## src/rtl/backend_perf_counters.sv

```systemverilog
// rtl/backend_perf_counters.sv - per-core backend perf counters with idle-timeout end-of-run detection
module backend_perf_counters #(
  parameter int COUNTER_WIDTH = 64,
  parameter int NUM_LANES     = 4,
  parameter int IDLE_TIMEOUT  = 16
) (
  input  logic                     clock,
  input  logic                     reset,
  input  logic                     start,
  input  logic [NUM_LANES-1:0]     retire_mask,
  input  logic                     decoded,
  input  logic                     eligible,
  input  logic                     issued,
  input  logic                     core_idle,
  output logic                     finished,
  output logic [COUNTER_WIDTH-1:0] perf_backend_instRetired,
  output logic [COUNTER_WIDTH-1:0] perf_backend_cycles,
  output logic [COUNTER_WIDTH-1:0] perf_backend_cyclesDecoded,
  output logic [COUNTER_WIDTH-1:0] perf_backend_cyclesEligible,
  output logic [COUNTER_WIDTH-1:0] perf_backend_cyclesIssued
);

  localparam logic [1:0] S_IDLE  = 2'd0;
  localparam logic [1:0] S_RUN   = 2'd1;
  localparam logic [1:0] S_DRAIN = 2'd2;
  localparam logic [1:0] S_DONE  = 2'd3;

  localparam int IDLE_W = (IDLE_TIMEOUT > 1) ? $clog2(IDLE_TIMEOUT) : 1;
  localparam int POP_W  = $clog2(NUM_LANES + 1);
  localparam logic [IDLE_W-1:0]        IDLE_LAST = IDLE_W'(IDLE_TIMEOUT - 1);
  localparam logic [COUNTER_WIDTH-1:0] CNT_MAX   = '1;

  logic [1:0]             state;
  logic [1:0]             state_next;
  logic [IDLE_W-1:0]      idle_cnt;
  logic [IDLE_W-1:0]      idle_cnt_next;
  logic [POP_W-1:0]       retire_pop;
  logic [COUNTER_WIDTH:0] retire_sum;
  logic                   count_en;
  logic                   relaunch;

  function automatic logic [COUNTER_WIDTH-1:0] sat_inc(input logic [COUNTER_WIDTH-1:0] c,
                                                       input logic en);
    return (en && (c != CNT_MAX)) ? c + COUNTER_WIDTH'(1) : c;
  endfunction

  always_comb begin
    retire_pop = '0;
    for (int i = 0; i < NUM_LANES; i++) begin
      retire_pop = retire_pop + POP_W'(retire_mask[i]);
    end
  end

  always_comb begin
    state_next    = state;
    idle_cnt_next = idle_cnt;
    case (state)
      S_IDLE:  if (start) state_next = S_RUN;
      S_RUN: begin
        if (core_idle) begin
          state_next    = S_DRAIN;
          idle_cnt_next = '0;
        end
      end
      // idle_cnt counts DRAIN cycles already spent idle, so the RUN sample plus IDLE_TIMEOUT DRAIN samples end the run
      S_DRAIN: begin
        if (!core_idle)                 state_next    = S_RUN;
        else if (idle_cnt == IDLE_LAST) state_next    = S_DONE;
        else                            idle_cnt_next = idle_cnt + IDLE_W'(1);
      end
      S_DONE:  if (start) state_next = S_RUN;
      default: state_next = S_IDLE;
    endcase
  end

  assign count_en   = (state == S_RUN) || (state == S_DRAIN);
  assign relaunch   = (state == S_DONE) && start;
  // One spare carry bit detects overflow of the multi-lane retire add
  assign retire_sum = {1'b0, perf_backend_instRetired} + (COUNTER_WIDTH + 1)'(retire_pop);

  always_ff @(posedge clock) begin
    if (reset) begin
      state                       <= S_IDLE;
      idle_cnt                    <= '0;
      finished                    <= 1'b0;
      perf_backend_instRetired    <= '0;
      perf_backend_cycles         <= '0;
      perf_backend_cyclesDecoded  <= '0;
      perf_backend_cyclesEligible <= '0;
      perf_backend_cyclesIssued   <= '0;
    end else begin
      state    <= state_next;
      idle_cnt <= idle_cnt_next;
      finished <= (state_next == S_DONE);
      if (relaunch) begin
        perf_backend_instRetired    <= '0;
        perf_backend_cycles         <= '0;
        perf_backend_cyclesDecoded  <= '0;
        perf_backend_cyclesEligible <= '0;
        perf_backend_cyclesIssued   <= '0;
      end else if (count_en) begin
        perf_backend_instRetired    <= retire_sum[COUNTER_WIDTH] ? CNT_MAX
                                                                 : retire_sum[COUNTER_WIDTH-1:0];
        perf_backend_cycles         <= sat_inc(perf_backend_cycles, 1'b1);
        perf_backend_cyclesDecoded  <= sat_inc(perf_backend_cyclesDecoded, decoded);
        perf_backend_cyclesEligible <= sat_inc(perf_backend_cyclesEligible, eligible);
        perf_backend_cyclesIssued   <= sat_inc(perf_backend_cyclesIssued, issued);
      end
    end
  end

endmodule

```

## config.mk

```make
export PLATFORM = sky130hd
export DESIGN_NAME = backend_perf_counters
export DESIGN_NICKNAME = d
export VERILOG_FILES = /design/src/rtl/backend_perf_counters.sv
export SDC_FILE = /design/constraint.sdc
export NUM_CORES = 1
export LEC_CHECK = 0
export BUFFER_PORTS_ARGS = -buffer_cell sky130_fd_sc_hd__buf_2
export CAP_MARGIN = 40
export CORE_AREA = 2 2 210 212
export DETAILED_ROUTE_END_ITERATION = 7
export DIE_AREA = 0 0 212 214
export PLACE_DENSITY_LB_ADDON = 0.25
export SLEW_MARGIN = 10
export SYNTH_ARGS = -nofsm -noshare
export SYNTH_HDL_FRONTEND = slang
export SYNTH_SLANG_ARGS = --single-unit
```

## constraint.sdc

```tcl
create_clock -name clock -period 2.9 [get_ports clock]
set_input_delay 0.145 -clock clock [delete_from_list [all_inputs] [get_ports clock]]
set_output_delay 0.145 -clock clock [all_outputs]
set_load 0.01 [all_outputs]
```

* Word level (Yosys, flattened, before mapping) *
Cells that the tools add are included.

word-level totals
  register bits after elaboration = 327
  bits in latches = 0
  memory bits (writable) = 0
  ROM bits = 0
  input bits = 11
  output and inout bits = 321
  logic and storage cells = 53
  memories kept = 0

operators by class
  $add $sub $neg = 9
  multipliers = 0
  divide/modulo/power cells = 0
  $lt $le $gt $ge = 0
  eq/ne operators = 12
  shift operators = 0
  muxes and demuxes = 10
  bitwise operators = 0
  reduce and logical (&&, ||, !) cells = 14

operator list
  operator               count
  $add 64x1->64 const B  4
  $ne 64x64->1 const B   4
  $add 64x3->65          1
  $mux 64                1
  $mux 4                 3
  $mux 2                 4
  $pmux 4 s2             1
  $reduce_and 2->1       4
  $eq 2x2->1 const B     3
  $ne 2x2->1 const B     3
  $pmux 2 s3             1
  $add 4x1->4 const B    1
  $eq 4x4->1 const B     1
  $logic_and 1x1->1      4
  $reduce_and 4->1       1
  $reduce_or 2->1        2
  $add 2x1->3            1
  $add 3x1->3            1
  $add 1x1->2            1
  $eq 2x1->1 const B     1
  $logic_not 2->1        1
  $reduce_bool 2->1      1
  $logic_or 1x1->1       1

* Logic depth before layout (Yosys ltp) *
  word-level depth = 5
  mapped depth = 12
  mapped depth without buffers = 11

* Worst setup path after synthesis *
OpenSTA, ideal clock, no wires.

  path kind = reg2reg
  from = register perf_backend_cyclesEligible[4]
  to = register perf_backend_cyclesEligible[57]
  setup time = 0.070 ns
  arrival = 2.670 ns
  data required time = 2.830 ns
  setup slack = 0.159 ns
  cell stages (with the launch flop) = 8
  path buffers = 1
  clock period less this slack = 2.741 ns
  cells stage by stage = dfxtp_1 nand4_4 or4_4 or2_1 or4_4 buf_6 or4_1 a21oi_1

between the ends
  longest elaborated chain between the ends = 3
  elaborated cells on any way between the ends = 4
  those cells by class = add/sub (1); eq/ne (1); reduce/logical (2)

RTL lines
  element                                                line  source
  from (decl)                                            19    output logic [COUNTER_WIDTH-1:0] perf_backend_cyclesEligible,
  from (signal assigned)                                 106   perf_backend_cyclesEligible <= sat_inc(perf_backend_cyclesEligible, eligible);
  branches (longest 3 deep; another with $add 64x1->64)  --

Parallel ways; which one is timed is not known.
A chain may end at the register's enable or synchronous reset.

* Worst setup path after layout *
  from = register perf_backend_cyclesEligible[7]
  to = register perf_backend_cyclesEligible[47]

Same word-level chain as after synthesis.

==> results.yml <==
critical_path:
  worst_path_max_delay_cell: "or4_4"
  critPathMaxStageDelay_ns: 0.64
  critPathBufInv: 0
  critPathMaxFanout: 25
  crit_arrival_ns: 3.25
  path_cells: "nand4_4, or4_4, or2_1, or4_4, or4_1, a21oi_1"
  crit_type: "register to register"
  cp_top_family: "simple AND/OR/NAND/NOR gates"
  crit_top_cell: "or4_4"
  cp-end-kind: "register"
  required_ns: 3.37
  start_kind: "register"
logic_synthesis:
  synth-seq-cells: 327
  syn_nets: 2066
  syn_area_per_cell_um2: 8.107
  syn-cell-area_um2: 16560
  synth_ff_type: "dfxtp_1"
  synth_edf_count: 0
  seq_area_frac_synth_pct: 39.52
  netlist_instances: 2043
  async_flop_share_pct: 0
  synth_cell_type_count: 61
  yosysWarningCount: 0
routing:
  wl_met3_um: 3457
  drt-met1-wl_um: 23810
  wl_per_cell_um: 17.43
  wl_met2_um: 23830
  vias: 17165
  wl_um: 52840
  drc: 0
  drt-initial-drc-count: 1230
  firstDrtPassIters: 7
  top_layer: "met4"
  ant_nets: 0
  vias_per_cell: 5.663
timing:
  max_freq_mhz: 359.6
  setup_viol: 0
  hold_violations: 0
  holdWs_ns: 0.1643
  slew_violations: 0
  max_slew_margin_pct: 51.30
  min_period_ns: 2.781
  fin_crit_sh_pct: 95.90
  skew_ns: 0.01263
  tightest_slew_ns: 0.7305
clock_tree:
  cts_root_buf: "clkbuf_16"
  cts_buffers: 40
  clkSinkCount: 327
  cts_tree: "done"
  cts_buffer_depth: 3
  cts.htree.levels: 2
  clkLatencyLatePin_ns: 0.55
  cts.clk_slew.worst_paths_ns: 0.06
outcome:
  status: "complete, no violations"
hold_path:
  min_path_type: "input port to register"
global_route:
  grt_pass1_vias: 15902
  overflow: 0
  grt_max_degree: 92
  grt_pass1_wl_um: 84440
  grt_usage_pct: 22.42
  antenna_found_initial: 1
place:
  hpwl_um: 37800
  gp_congestion: 0.9157
  place_area_um2: 19400
  port_buffers: 331
  placed_cells: 2954
floorplan:
  die_area_um2: 45370
  initial_core_util_pct: 38.62
  fp.dieH_um: 214
  rows: 76
  io_pins: 332
  die_w_um: 212
  core_um2: 42890
finish:
  syn2layout_area_growth_pct: 25.72
  drive_gt1_share_pct: 21.84
  final_area_um2: 20820
  fillCellCount: 4214
  layout.cells.non_filler: 3031
  nets: 2438
job:
  cap_viol_max_count: 0
power_and_ir_drop:
  max-vdd-ir-drop_v: 0.0004552
  p_leak_uw: 0.007590
  pwr_density_cell_nw_per_um2: 499.8
[synthesized netlist by cell type, drive strengths merged, types with 4 or more instances]
master   instances  area share (%)
nor2b            7            0.26
o311ai           5            0.26
nand2          201             4.6
and4            27             1.4
a31o             8            0.42
and2            15            0.57
o21ai           66             2.0
xor2            50             2.6
and3            29             1.1
xnor2           78             4.1
nand3          127             3.8
a31oi            4            0.15
o41ai            7            0.37
or2             16            0.60
buf             12            0.39
nand4          101             3.9
o21a             9            0.41
a211oi          13            0.59
nor3            63             1.9
inv             42            0.95
o2111ai          4            0.21
or3             65             2.5
mux2i           27             1.6
nor2           144             3.3
a21oi          190             5.7
dfxtp          327              40
o211ai          21            0.95
o31ai           66             3.0
or4             91             4.2
o31a             5            0.26
ha               9            0.68
nand2b          28             1.1
nor4            60             2.3
clkbuf          89             2.0
a2111oi          8            0.42
[cells by family (layout without fill, tap and decap cells)]
group                      count (synthesis)  count (layout)  share of synthesized area [%]
xor gates and xnor gates                 128             128                          6.768
DFF                                      327             327                          39.52
muxes                                     27              27                          1.632
buffers and inverters                    143             545                          3.362
and+or+nand+nor                          988             988                          32.21
adders and majority gates                 12              12                          1.042
AOI/OAI and AO/OA                        418             418                          15.46
other                                      0               1                              0
[sequential cells by signal (all words and copies together), names as in the netlist]
| register | cells |
|---|---|
| idle_cnt | 4 |
| state | 2 |
| finished | 1 |
| perf_backend_cycles | 64 |
| perf_backend_cyclesEligible | 64 |
| perf_backend_instRetired | 64 |
| perf_backend_cyclesIssued | 64 |
| perf_backend_cyclesDecoded | 64 |
[layout make-up]
class                   count  area [um2]  area share, %
diodes                      1       2.502        0.01202
clock buffers              60        1197          5.750
clock inverters            12       143.9         0.6910
inverters                  42       157.7         0.7571
multi-input cells        1573        9529          45.76
flip-flops and latches    327        6546          31.44
well taps                 585       732.0          3.515
repair buffers            431        2515          12.08
[worst paths after layout]
kind                                                                   start                                            to  slack [ns]  cells past startpoint
worst min register to register  perf_backend_cyclesEligible[48]$_SDFFE_PP0P_  perf_backend_cyclesEligible[48]$_SDFFE_PP0P_        0.49                      2
worst min-delay path                                                 decoded   perf_backend_cyclesDecoded[39]$_SDFFE_PP0P_        0.16                      4
worst max register to register   perf_backend_cyclesEligible[7]$_SDFFE_PP0P_  perf_backend_cyclesEligible[47]$_SDFFE_PP0P_        0.12                      6
worst max-delay path             perf_backend_cyclesEligible[7]$_SDFFE_PP0P_  perf_backend_cyclesEligible[47]$_SDFFE_PP0P_        0.12                      6
[repair_timing]
item                                   in CTS  in global routing
endpoints found under the hold margin       3                  0
hold buffers                                3                  0
setup buffers                               0                  1
gates resized for setup                     0                  8
setup endpoints to repair                   0                 22
[power breakdown]
group	switching (uW)	internal, uW
Clock	2000	3120
Sequential	47.6	4530
Combinational	474	234
[placed cells by master (no fill, tap or decap), drive strengths merged, types with 28 or more instances in the layout]
cell	count
a21oi	190
and3	29
buf	428
clkbuf	60
dfxtp	327
inv	43
nand2	201
nand2b	28
nand3	127
nand4	101
nor2	144
nor3	63
nor4	60
o21ai	66
o31ai	66
or3	65
or4	91
xnor2	78
xor2	50
[worst min-delay path: stages]
cell,delay [ns]
buf_2,0.11
nand2b_1,0.19
nor3_1,0.08
o21ai_0,0.15
[per-layer routing]
layer | vias to the layer above | track usage (%)
met5 | - | 0
met4 | 0 | 8.944
met3 | 102 | 5.043
met2 | 467 | 34.85
met1 | 8229 | 30.01
li1 | 8367 | -
[metrics by stage]
stage / util, % / setup WS, ns / TNS (ns) / total power, uW
floorplan: - / 0.1591 / 0 / 5088
global placement: 45.25 / -0.01353 / -0.4163 / 5360
detailed placement: 45.25 / -0.08902 / -2.696 / 5382
CTS: 48.45 / 0.06808 / 0 / 10530
global route: 48.56 / -0.01624 / -0.01624 / 10770
finish: 48.56 / 0.1188 / 0 / 10410
Power figures use the tool's default switching activity.
